$ cat src/rtl/dmem_port_arbiter_pkg.sv
// Shared types for the data-memory port arbiter: arbiter state and the
// request bundle used for the CPU, debug and memory sides.
package Pipe_Buf_Reg_PKG;

    localparam int DM_ADDRESS_W = 9;
    localparam int DMEM_DATA_W  = 32;

    typedef enum logic [0:0] {
        ARB_IDLE = 1'b0,
        ARB_RESP = 1'b1
    } arb_state_e;

    typedef struct packed {
        logic                    rd;
        logic                    wr;
        logic [DM_ADDRESS_W-1:0] addr;
        logic [DMEM_DATA_W-1:0]  wdata;
        logic [2:0]              funct3;
    } dmem_req_t;

endpackage

$ cat src/rtl/dmem_port_arbiter_wait_counter.sv
// Saturating wait counter for blocked debug requests; clear wins over
// increment and the count parks at MAX_WAIT.
module arb_wait_counter #(
    parameter int MAX_WAIT = 8
) (
    input  logic       clk,
    input  logic       reset,
    input  logic       clr_i,
    input  logic       inc_i,
    output logic [7:0] cnt_o,
    output logic       at_max_o
);

    localparam logic [7:0] MAX_C = 8'(MAX_WAIT);

    logic [7:0] cnt_q;
    logic [7:0] cnt_d;

    // Next count: clear, saturating increment, or hold.
    always_comb begin
        cnt_d = cnt_q;
        if (clr_i) begin
            cnt_d = 8'd0;
        end else if (inc_i && (cnt_q < MAX_C)) begin
            cnt_d = cnt_q + 8'd1;
        end else begin
            cnt_d = cnt_q;
        end
    end

    // Count register.
    always_ff @(posedge clk) begin
        if (reset) begin
            cnt_q <= 8'd0;
        end else begin
            cnt_q <= cnt_d;
        end
    end

    assign cnt_o    = cnt_q;
    assign at_max_o = (cnt_q >= MAX_C);

endmodule

$ cat src/rtl/dmem_port_arbiter.sv
// CPU/debug arbiter in front of the single-ported data memory. CPU has fixed
// priority; a starved debug request is forced through after MAX_WAIT cycles.
// Optional DMEM_ARB_STATS_EN adds saturating stall/grant statistics.
module dmem_port_arbiter
    import Pipe_Buf_Reg_PKG::*;
#(
    parameter int DM_ADDRESS = DM_ADDRESS_W,
    parameter int DATA_W     = DMEM_DATA_W,
    parameter int MAX_WAIT   = 8
) (
    input  logic                  clk,
    input  logic                  reset,
    input  logic                  cpu_rd,
    input  logic                  cpu_wr,
    input  logic [DM_ADDRESS-1:0] cpu_addr,
    input  logic [DATA_W-1:0]     cpu_wdata,
    input  logic [2:0]            cpu_funct3,
    output logic [DATA_W-1:0]     cpu_rdata,
    output logic                  cpu_stall,
    input  logic                  dbg_req_valid,
    output logic                  dbg_req_ready,
    input  logic                  dbg_we,
    input  logic [DM_ADDRESS-1:0] dbg_addr,
    input  logic [DATA_W-1:0]     dbg_wdata,
    input  logic [2:0]            dbg_funct3,
    output logic                  dbg_resp_valid,
    input  logic                  dbg_resp_ready,
    output logic [DATA_W-1:0]     dbg_rdata,
`ifdef DMEM_ARB_STATS_EN
    output logic [15:0]           stat_stall_cnt,
    output logic [15:0]           stat_dbg_cnt,
`endif
    output logic                  mem_rd,
    output logic                  mem_wr,
    output logic [DM_ADDRESS-1:0] mem_addr,
    output logic [DATA_W-1:0]     mem_wdata,
    output logic [2:0]            mem_funct3,
    input  logic [DATA_W-1:0]     mem_rdata
);

    arb_state_e          state_q, state_d;
    logic                resp_valid_q, resp_valid_d;
    logic [DATA_W-1:0]   rdata_q, rdata_d;
    logic [7:0]          wait_cnt;
    logic                wait_at_max;
    logic                cpu_act;
    logic                dbg_grant;
    dmem_req_t           cpu_req, dbg_req, mem_req;

    assign cpu_act   = cpu_rd | cpu_wr;
    assign dbg_grant = ~reset & (state_q == ARB_IDLE) & dbg_req_valid &
                       (~cpu_act | wait_at_max);

    assign dbg_req_ready  = dbg_grant;
    assign cpu_stall      = dbg_grant & cpu_act;
    assign cpu_rdata      = mem_rdata;
    assign dbg_resp_valid = resp_valid_q;
    assign dbg_rdata      = rdata_q;

    assign cpu_req = '{rd: cpu_rd, wr: cpu_wr, addr: cpu_addr,
                       wdata: cpu_wdata, funct3: cpu_funct3};
    assign dbg_req = '{rd: ~dbg_we, wr: dbg_we, addr: dbg_addr,
                       wdata: dbg_wdata, funct3: dbg_funct3};
    assign mem_req = dbg_grant ? dbg_req : cpu_req;

    // Reset must never let a stale request strobe the memory.
    assign mem_rd     = mem_req.rd & ~reset;
    assign mem_wr     = mem_req.wr & ~reset;
    assign mem_addr   = mem_req.addr;
    assign mem_wdata  = mem_req.wdata;
    assign mem_funct3 = mem_req.funct3;

    arb_wait_counter #(
        .MAX_WAIT (MAX_WAIT)
    ) u_wait (
        .clk      (clk),
        .reset    (reset),
        .clr_i    (dbg_grant | ~dbg_req_valid),
        .inc_i    ((state_q == ARB_IDLE) & dbg_req_valid & cpu_act & ~dbg_grant),
        .cnt_o    (wait_cnt),
        .at_max_o (wait_at_max)
    );

    // Next-state and response capture for the debug handshake.
    always_comb begin
        state_d      = state_q;
        resp_valid_d = resp_valid_q;
        rdata_d      = rdata_q;
        case (state_q)
            ARB_IDLE: begin
                if (dbg_grant) begin
                    state_d      = ARB_RESP;
                    resp_valid_d = 1'b1;
                    rdata_d      = dbg_we ? {DATA_W{1'b0}} : mem_rdata;
                end else begin
                    state_d      = ARB_IDLE;
                end
            end
            ARB_RESP: begin
                if (resp_valid_q && dbg_resp_ready) begin
                    state_d      = ARB_IDLE;
                    resp_valid_d = 1'b0;
                end else begin
                    state_d      = ARB_RESP;
                end
            end
            default: begin
                state_d      = ARB_IDLE;
                resp_valid_d = 1'b0;
            end
        endcase
    end

    // State and response registers.
    always_ff @(posedge clk) begin
        if (reset) begin
            state_q      <= ARB_IDLE;
            resp_valid_q <= 1'b0;
            rdata_q      <= {DATA_W{1'b0}};
        end else begin
            state_q      <= state_d;
            resp_valid_q <= resp_valid_d;
            rdata_q      <= rdata_d;
        end
    end

`ifdef DMEM_ARB_STATS_EN
    logic [15:0] stall_cnt_q;
    logic [15:0] dbg_cnt_q;

    // Saturating statistics counters.
    always_ff @(posedge clk) begin
        if (reset) begin
            stall_cnt_q <= 16'd0;
            dbg_cnt_q   <= 16'd0;
        end else begin
            if (cpu_stall && (stall_cnt_q != 16'hFFFF)) begin
                stall_cnt_q <= stall_cnt_q + 16'd1;
            end
            if (dbg_grant && (dbg_cnt_q != 16'hFFFF)) begin
                dbg_cnt_q <= dbg_cnt_q + 16'd1;
            end
        end
    end

    assign stat_stall_cnt = stall_cnt_q;
    assign stat_dbg_cnt   = dbg_cnt_q;
`endif

endmodule

$ cat config.mk
export PLATFORM = sky130hd
export DESIGN_NAME = dmem_port_arbiter
export DESIGN_NICKNAME = d
export VERILOG_FILES = /design/src/rtl/dmem_port_arbiter_pkg.sv /design/src/rtl/dmem_port_arbiter_wait_counter.sv /design/src/rtl/dmem_port_arbiter.sv
export SDC_FILE = /design/constraint.sdc
export NUM_CORES = 1
export LEC_CHECK = 0
export BUFFER_PORTS_ARGS = -buffer_cell sky130_fd_sc_hd__buf_2
export CORE_MARGIN = 8
export CORE_UTILIZATION = 40
export CTS_BUF_LIST = sky130_fd_sc_hd__clkbuf_4 sky130_fd_sc_hd__clkbuf_8
export CTS_CLUSTER_SIZE = 30
export DETAILED_ROUTE_END_ITERATION = 10
export PLACE_DENSITY = 0.9
export SLEW_MARGIN = 40
export SYNTH_ARGS = -nofsm -noshare
export SYNTH_HDL_FRONTEND = slang
export SYNTH_SLANG_ARGS = --single-unit
$ cat constraint.sdc
create_clock -name clk -period 2.3 [get_ports clk]
set_clock_uncertainty 0.2 [all_clocks]
set_input_delay 0.345 -clock clk [delete_from_list [all_inputs] [get_ports clk]]
set_output_delay 0.345 -clock clk [all_outputs]
set_load 0.1 [all_outputs]
==> results of run 1 <==
[per-stage QoR]
step / setup WS (ns) / instances / area [um2] / total power (W) / util
after global routing: -0.543 / 593 / 4890 / 0.00272 / 0.715
final: -0.494 / 593 / 4890 / 0.00264 / 0.715
after CTS: -0.503 / 589 / 4810 / 0.00265 / 0.703
after floorplan: -0.282 / 276 / 2870 / 0.00166 / -
after detailed placement: -0.184 / 579 / 4640 / 0.00205 / 0.679
after global placement: -0.133 / 579 / 4640 / 0.00203 / 0.679
[power by group through the flow]
stage / clock network, W / registers, W / logic [W]
after floorplan: 0 / 0.000815 / 0.000846
after global placement: 0 / 0.000759 / 0.00127
after detailed placement: 0 / 0.000760 / 0.00129
after CTS: 0.000608 / 0.000743 / 0.00130
after global routing: 0.000642 / 0.000744 / 0.00134
final: 0.000592 / 0.000743 / 0.00131
[state kept, by name, indices dropped and copies added (netlist names)]
name / flops
state_q: 1
dbg_resp_valid: 1
u_wait.cnt_o: 8
dbg_rdata: 32
[worst max-delay path: cells and delay by family, from the launching register on]
family,cells,cell delay [ns]
buf+inv,3,0.52
compound gates,1,0.22
mux,1,0.32
simple gates,1,0.56
flops,1,0.33
[final timing paths]
path | start | end | cells after the start
worst min register to register | dbg_rdata[29] | dbg_rdata[29] | 2
worst max register to register | u_wait.cnt_o[5] | dbg_rdata[19] | 6
worst min-delay path | dbg_resp_ready | dbg_resp_valid | 2
worst max-delay path | u_wait.cnt_o[5] | mem_wdata[0] | 6
[what timing repair did]
item,4_1_cts,5_1_grt
resized for setup,4,2
endpoints found under the setup margin,48,56
buffers inserted,1,1
hold buffers,0,0
cloned,1,3
[layout by cell type (no fill, tap or decap), types with 2 or more instances in the layout]
cell       count
clkbuf_8       5
ha_1           2
buf_12        49
nor2_2         2
buf_16         2
nand2_1       36
nor2b_1        2
clkbuf_4       2
nor2_1         2
clkbuf_16      2
buf_4         15
buf_2        191
and3_1         4
nand2b_1      36
mux2_4        44
inv_1          4
a21oi_1        3
buf_6          3
dfxtp_1       41
nand4_1        2
mux2i_1       32
[kinds of logic after synthesis]
logic type,after synthesis,share of synthesized area
AOI/OAI and AO/OA,11,0.0294
and+or+nand+nor,90,0.165
DFF,42,0.295
adders and majority gates,2,0.00877
muxes,78,0.351
buffers and inverters,53,0.151
[final cells by class]
cell class | count | area share
repair buffers | 262 | 0.448
flip-flops and latches | 42 | 0.172
well taps | 96 | 0.0246
clock buffers | 7 | 0.0172
clock inverters | 1 | 0.00615
inverters | 4 | 0.00307
multi-input cells | 181 | 0.329
[routing by layer]
layer | part of all wire | up-vias
met5 | 0 | -
met4 | 0.023 | 0
met3 | 0.096 | 19
met2 | 0.53 | 155
met1 | 0.35 | 1299
li1 | - | 1335
==> summary.txt, run 1 <==
GRT
  • Most used routing layer: met2
  • GRT Util Overall: 0.223
  • Initial antenna violation count: 0
  • Grt met2 use: 0.430
  • Met1 Use GR: 0.212
  • First-pass GRT wire length: 17,300 um
  • Vias in the first global route: around 3,100
  • Pin count of the biggest net entering global routing: 40
  • Met3 Use GR: 0.0817
  • Total grt overflow: 0

Clocking
  • Cell at the root of the clock tree: clkbuf_8
  • Reg clk slew, reported paths: 0.08 ns
  • CTS Buf Count: 5
  • Worst skew pair latency: around 0.29 ns
  • Sink Count: 42
  • Maximum root-to-sink buffer count: 2
  • H-Tree Depth: 2
  • CTS tree: done

Logic synthesis
  • Synth cell count leaders: 44 x mux2_4, 42 x dfxtp_1, 36 x nand2_1, 36 x nand2b_1, 33 x mux2i_1
  • Post-synth EDFFs: 0
  • Synth area leader: dfxtp_1
  • Ys Warns: 0
  • Top-count cell post-synth: mux2_4
  • Average size of a mapped cell: 10.3 um2
  • Synth async-reset ratio: 0
  • Mapped Area: around 2900 um2
  • Synthesized Nets: 405
  • Share of the synthesized area in the top cell type: 0.295
  • Top post-synthesis cells by area: dfxtp_1 29%, mux2_4 23%, mux2i_1 12%
  • Synthesized instance count: between 200 and 300
  • Register area share after synthesis: 0.295
  • #FFs+latches synth: between 40 and 50
  • Number of library cell types mapped by synthesis: 31
  • Ys flop type: dfxtp_1

STA
  • RSZ-0062 raised after global routing: yes
  • Final slew viol count: 0
  • Setup tns final: -22.06 ns
  • Final setup vio count: 48
  • Measured slew at the worst slew-check pin: just over 0.6 ns
  • Hold Worst Slack: around 0.061 ns
  • Achievable Freq: 358 MHz
  • Post-layout min period: roughly 2.8 ns
  • Relative slew slack: 0.581
  • Setup ws final: -0.494 ns
  • Final hold violations: 0
  • Fin crit share: 1.21

Worst hold path
  • Hold Path Class: in -> reg

Drt
  • DRC: 0
  • Detail Route Antenna Nets: 0
  • Via/cell ratio: approximately 4.7
  • Routed Wire Length: roughly 12,000 um
  • WL/cell: slightly above 20 um
  • First-pass detailed-route iteration total: 4
  • Initial DRC count: roughly 110
  • Via count: roughly 2,800

Pwr
  • Pint: about 0.0015 W
  • Combinational power share: 0.495
  • PwrDens: approximately 540 nW/um2
  • Leak pwr: approximately 2.7 nW
  • Net Switching: about 0.0011 W
  • Clk pwr share: 0.224
  • Sw Ratio: 0.427
  • Max rail drop VDD: approximately 0.43 mV
  • Sequential Power Share: 0.281

Place
  • Port Buffer Count: 239
  • Hpwl dp: around 10,000 um
  • GPL Wtd Cong: approximately 0.93

Outcome
  • Outcome: finished, violations left
  • Failing checks: setup timing

Floorplanning
  • Die Span X: 100 um
  • Initial Utilization: 0.417
  • Core Box Area: just under 7000 um2
  • # IOs: between 200 and 250
  • Die area: approximately 10,000 um2
  • DIE HEIGHT: around 100 um
  • Site Rows: 30

Critical path
  • Slowest stage delay, CP: approximately 0.56 ns
  • Setup crit end kind: output pin
  • Arr. time, crit path: 2.25 ns
  • Critical path class: reg -> out
  • FF-to-FF setup slack: around 0.060 ns
  • Crit path max-delay cell type: or4_4
  • CP Max Fanout: 10
  • Worst Setup Start Kind: flip-flop
  • Crit path cell chain: or4_4 -> o211ai_4 -> buf_12 -> clkbuf_16 -> mux2_4 -> buf_12
  • Critical Path Most Common Cell: buf_12
  • Req. time, crit path: ~1.8 ns

Cells and area
  • Area grow syn2layout: 71.3%
  • Diode count: 0
  • Layout Nets: 625
  • Filler cell count: 481
  • Ratio of cells with drive above 1 in the final layout: 0.652
  • Multi-input gate area: around 1600 um2
  • Reg area: ~840 um2

Flow run
  • Max Cap Viol: 0
Power figures use the tool's default switching activity.
==> run 2, diff against run 1 <==
--- a/config.mk
+++ b/config.mk
@@ -8,11 +8,11 @@
 export BUFFER_PORTS_ARGS = -buffer_cell sky130_fd_sc_hd__buf_2
 export CORE_MARGIN = 8
 export CORE_UTILIZATION = 40
-export CTS_BUF_LIST = sky130_fd_sc_hd__clkbuf_4 sky130_fd_sc_hd__clkbuf_8
-export CTS_CLUSTER_SIZE = 30
+export CTS_BUF_LIST = sky130_fd_sc_hd__clkbuf_2 sky130_fd_sc_hd__clkbuf_4 sky130_fd_sc_hd__clkbuf_8
 export DETAILED_ROUTE_END_ITERATION = 10
 export PLACE_DENSITY = 0.9
 export SLEW_MARGIN = 40
 export SYNTH_ARGS = -nofsm -noshare
 export SYNTH_HDL_FRONTEND = slang
 export SYNTH_SLANG_ARGS = --single-unit
+export TNS_END_PERCENT = 10
==> summary.txt, run 2 (synthesized netlist as in run 1, its figures left out) <==
Clocking
  • CTS Buf Count: 5
  • Postcts setup bufs: 0
  • Sink Count: between 40 and 50
  • Hold_buf cts: 0
  • # resized after CTS: 3
  • CTS tree: done
  • Reg clk slew, reported paths: approximately 0.08 ns
  • Maximum root-to-sink buffer count: 2
  • Worst skew pair latency: approximately 0.29 ns
  • Cell at the root of the clock tree: clkbuf_8
  • H-Tree Depth: 2

Drt
  • First-pass detailed-route iteration total: 4
  • Via/cell ratio: 4.72
  • Detail Route Antenna Nets: 0
  • Routed Wire Length: roughly 12,000 um
  • Via count: 2,769
  • Initial DRC count: between 90 and 100
  • DRC: 0
  • WL/cell: approximately 20 um

Cells and area
  • Ratio of cells with drive above 1 in the final layout: 0.648
  • Area grow syn2layout: 67.0%
  • Layout Nets: slightly above 600
  • Cell Count, Final, Fillers Out: 587
  • Diode count: 0
  • Most frequent cells in the layout: 191 x buf_2, 49 x buf_12, 44 x mux2_4, 41 x dfxtp_1
  • Max FFs per register: 32
  • Filler cell count: between 500 and 600
  • Commonest non-fill, non-tap cell in the layout: buf_2

Pwr
  • Max rail drop VDD: 0.427 mV
  • Leak pwr: ~2.7 nW
  • PwrDens: approximately 550 nW/um2

Floorplanning
  • Die Span X: 100 um
  • Core Box Area: 6830 um2
  • # IOs: 240
  • Site Rows: 30
  • DIE HEIGHT: 100 um
  • Initial Utilization: 0.417
  • Die area: 10,100 um2

Worst hold path
  • Hold Path Class: in -> reg

GRT
  • Initial antenna violation count: 0
  • Pin count of the biggest net entering global routing: 41
  • GRT Util Overall: 0.219
  • Total grt overflow: 0
  • First-pass GRT wire length: around 17,000 um
  • Vias in the first global route: between 3,000 and 4,000

STA
  • Relative slew slack: 0.581
  • Final slew viol count: 0
  • Hold Worst Slack: 0.0617 ns
  • Achievable Freq: about 360 MHz
  • Final hold violations: 0
  • Measured slew at the worst slew-check pin: between 0.6 and 0.7 ns
  • Fin crit share: 1.22
  • Final setup vio count: 48
  • Setup ws final: -0.499 ns
  • Post-layout min period: between 2 and 3 ns
  • RSZ-0062 raised after global routing: yes

Critical path
  • Crit path cell chain: or4_4 -> o211ai_4 -> buf_12 -> mux2_4 -> buf_12
  • Critical path class: reg -> out
  • Worst Setup Start Kind: flip-flop
  • Crit path max-delay cell type: or4_4
  • Req. time, crit path: ~1.8 ns
  • Setup crit end kind: output pin
  • CP Max Fanout: 40
  • Arr. time, crit path: ~2.3 ns
  • Slowest stage delay, CP: about 0.56 ns
  • Critical Path Most Common Cell: buf_12

Flow run
  • Max Cap Viol: 0

Outcome
  • Failing checks: setup timing
  • Outcome: finished, violations left

Place
  • Pre-CTS setup slack: -0.184 ns
  • Hpwl dp: approximately 10,000 um
  • Post-Place Cells: 579
  • Port Buffer Count: approximately 240
  • GPL Wtd Cong: between 0.9 and 1
-- run 2: final timing paths --
kind | from | end | slack (ns) | depth (start not counted)
hold / removal | dbg_resp_ready | dbg_resp_valid | 0.06 | 2
hold reg to reg | dbg_rdata[29] | dbg_rdata[29] | 0.28 | 2
setup reg to reg | u_wait.cnt_o[5] | dbg_rdata[19] | 0.04 | 5
setup / recovery | u_wait.cnt_o[5] | mem_wdata[14] | -0.50 | 5
-- run 2: layout make-up --
cell class              instances  area, um2  share of cell area
well taps                      96        120              0.0252
clock inverters                 1       30.0             0.00631
clock buffers                   7       83.8              0.0176
inverters                       4       15.0             0.00315
flip-flops and latches         42        842               0.177
multi-input cells             181       1610               0.337
repair buffers                256       2060               0.434
-- run 2: layer usage --
| layer | routed length (um) | GRT usage | part of all wire | vias up |
|---|---|---|---|---|
| met5 | 0 | 0 | 0 | - |
| met4 | 265 | 0.0721 | 0.023 | 0 |
| met3 | 1090 | 0.0768 | 0.094 | 17 |
| met2 | 6210 | 0.421 | 0.53 | 155 |
| met1 | 4070 | 0.211 | 0.35 | 1274 |
| li1 | - | - | - | 1323 |
-- run 2: report_power, final --
group | internal, W | total (W) | switching (W) | leakage, nW
Clock | 0.000349 | 0.000593 | 0.000244 | 0.0593
Combinational | 0.000419 | 0.00129 | 0.000871 | 2.27
Sequential | 0.000737 | 0.000743 | 0.00000607 | 0.340
-- run 2: metrics by stage --
| step | instance area [um2] | utilization | setup TNS, ns | power [W] |
|---|---|---|---|---|
| final | 4760 | 0.697 | -22.17 | 0.00263 |
| after CTS | 4760 | 0.697 | -22.86 | 0.00265 |
| after global routing | 4760 | 0.697 | -25.19 | 0.00271 |
| after detailed placement | 4640 | 0.679 | -7.43 | 0.00205 |
| after global placement | 4640 | 0.679 | -5.40 | 0.00203 |
| after floorplan | 2870 | - | -1.31 | 0.00166 |
-- run 2: critical path, delay by kind of cell (launching register included) --
family / cells / cell delay [ns]
multiplexers: 1 / 0.36
AO/OA/AOI/OAI: 1 / 0.21
flip-flops: 1 / 0.33
buffers and inverters: 2 / 0.47
AND/OR/NAND/NOR: 1 / 0.56
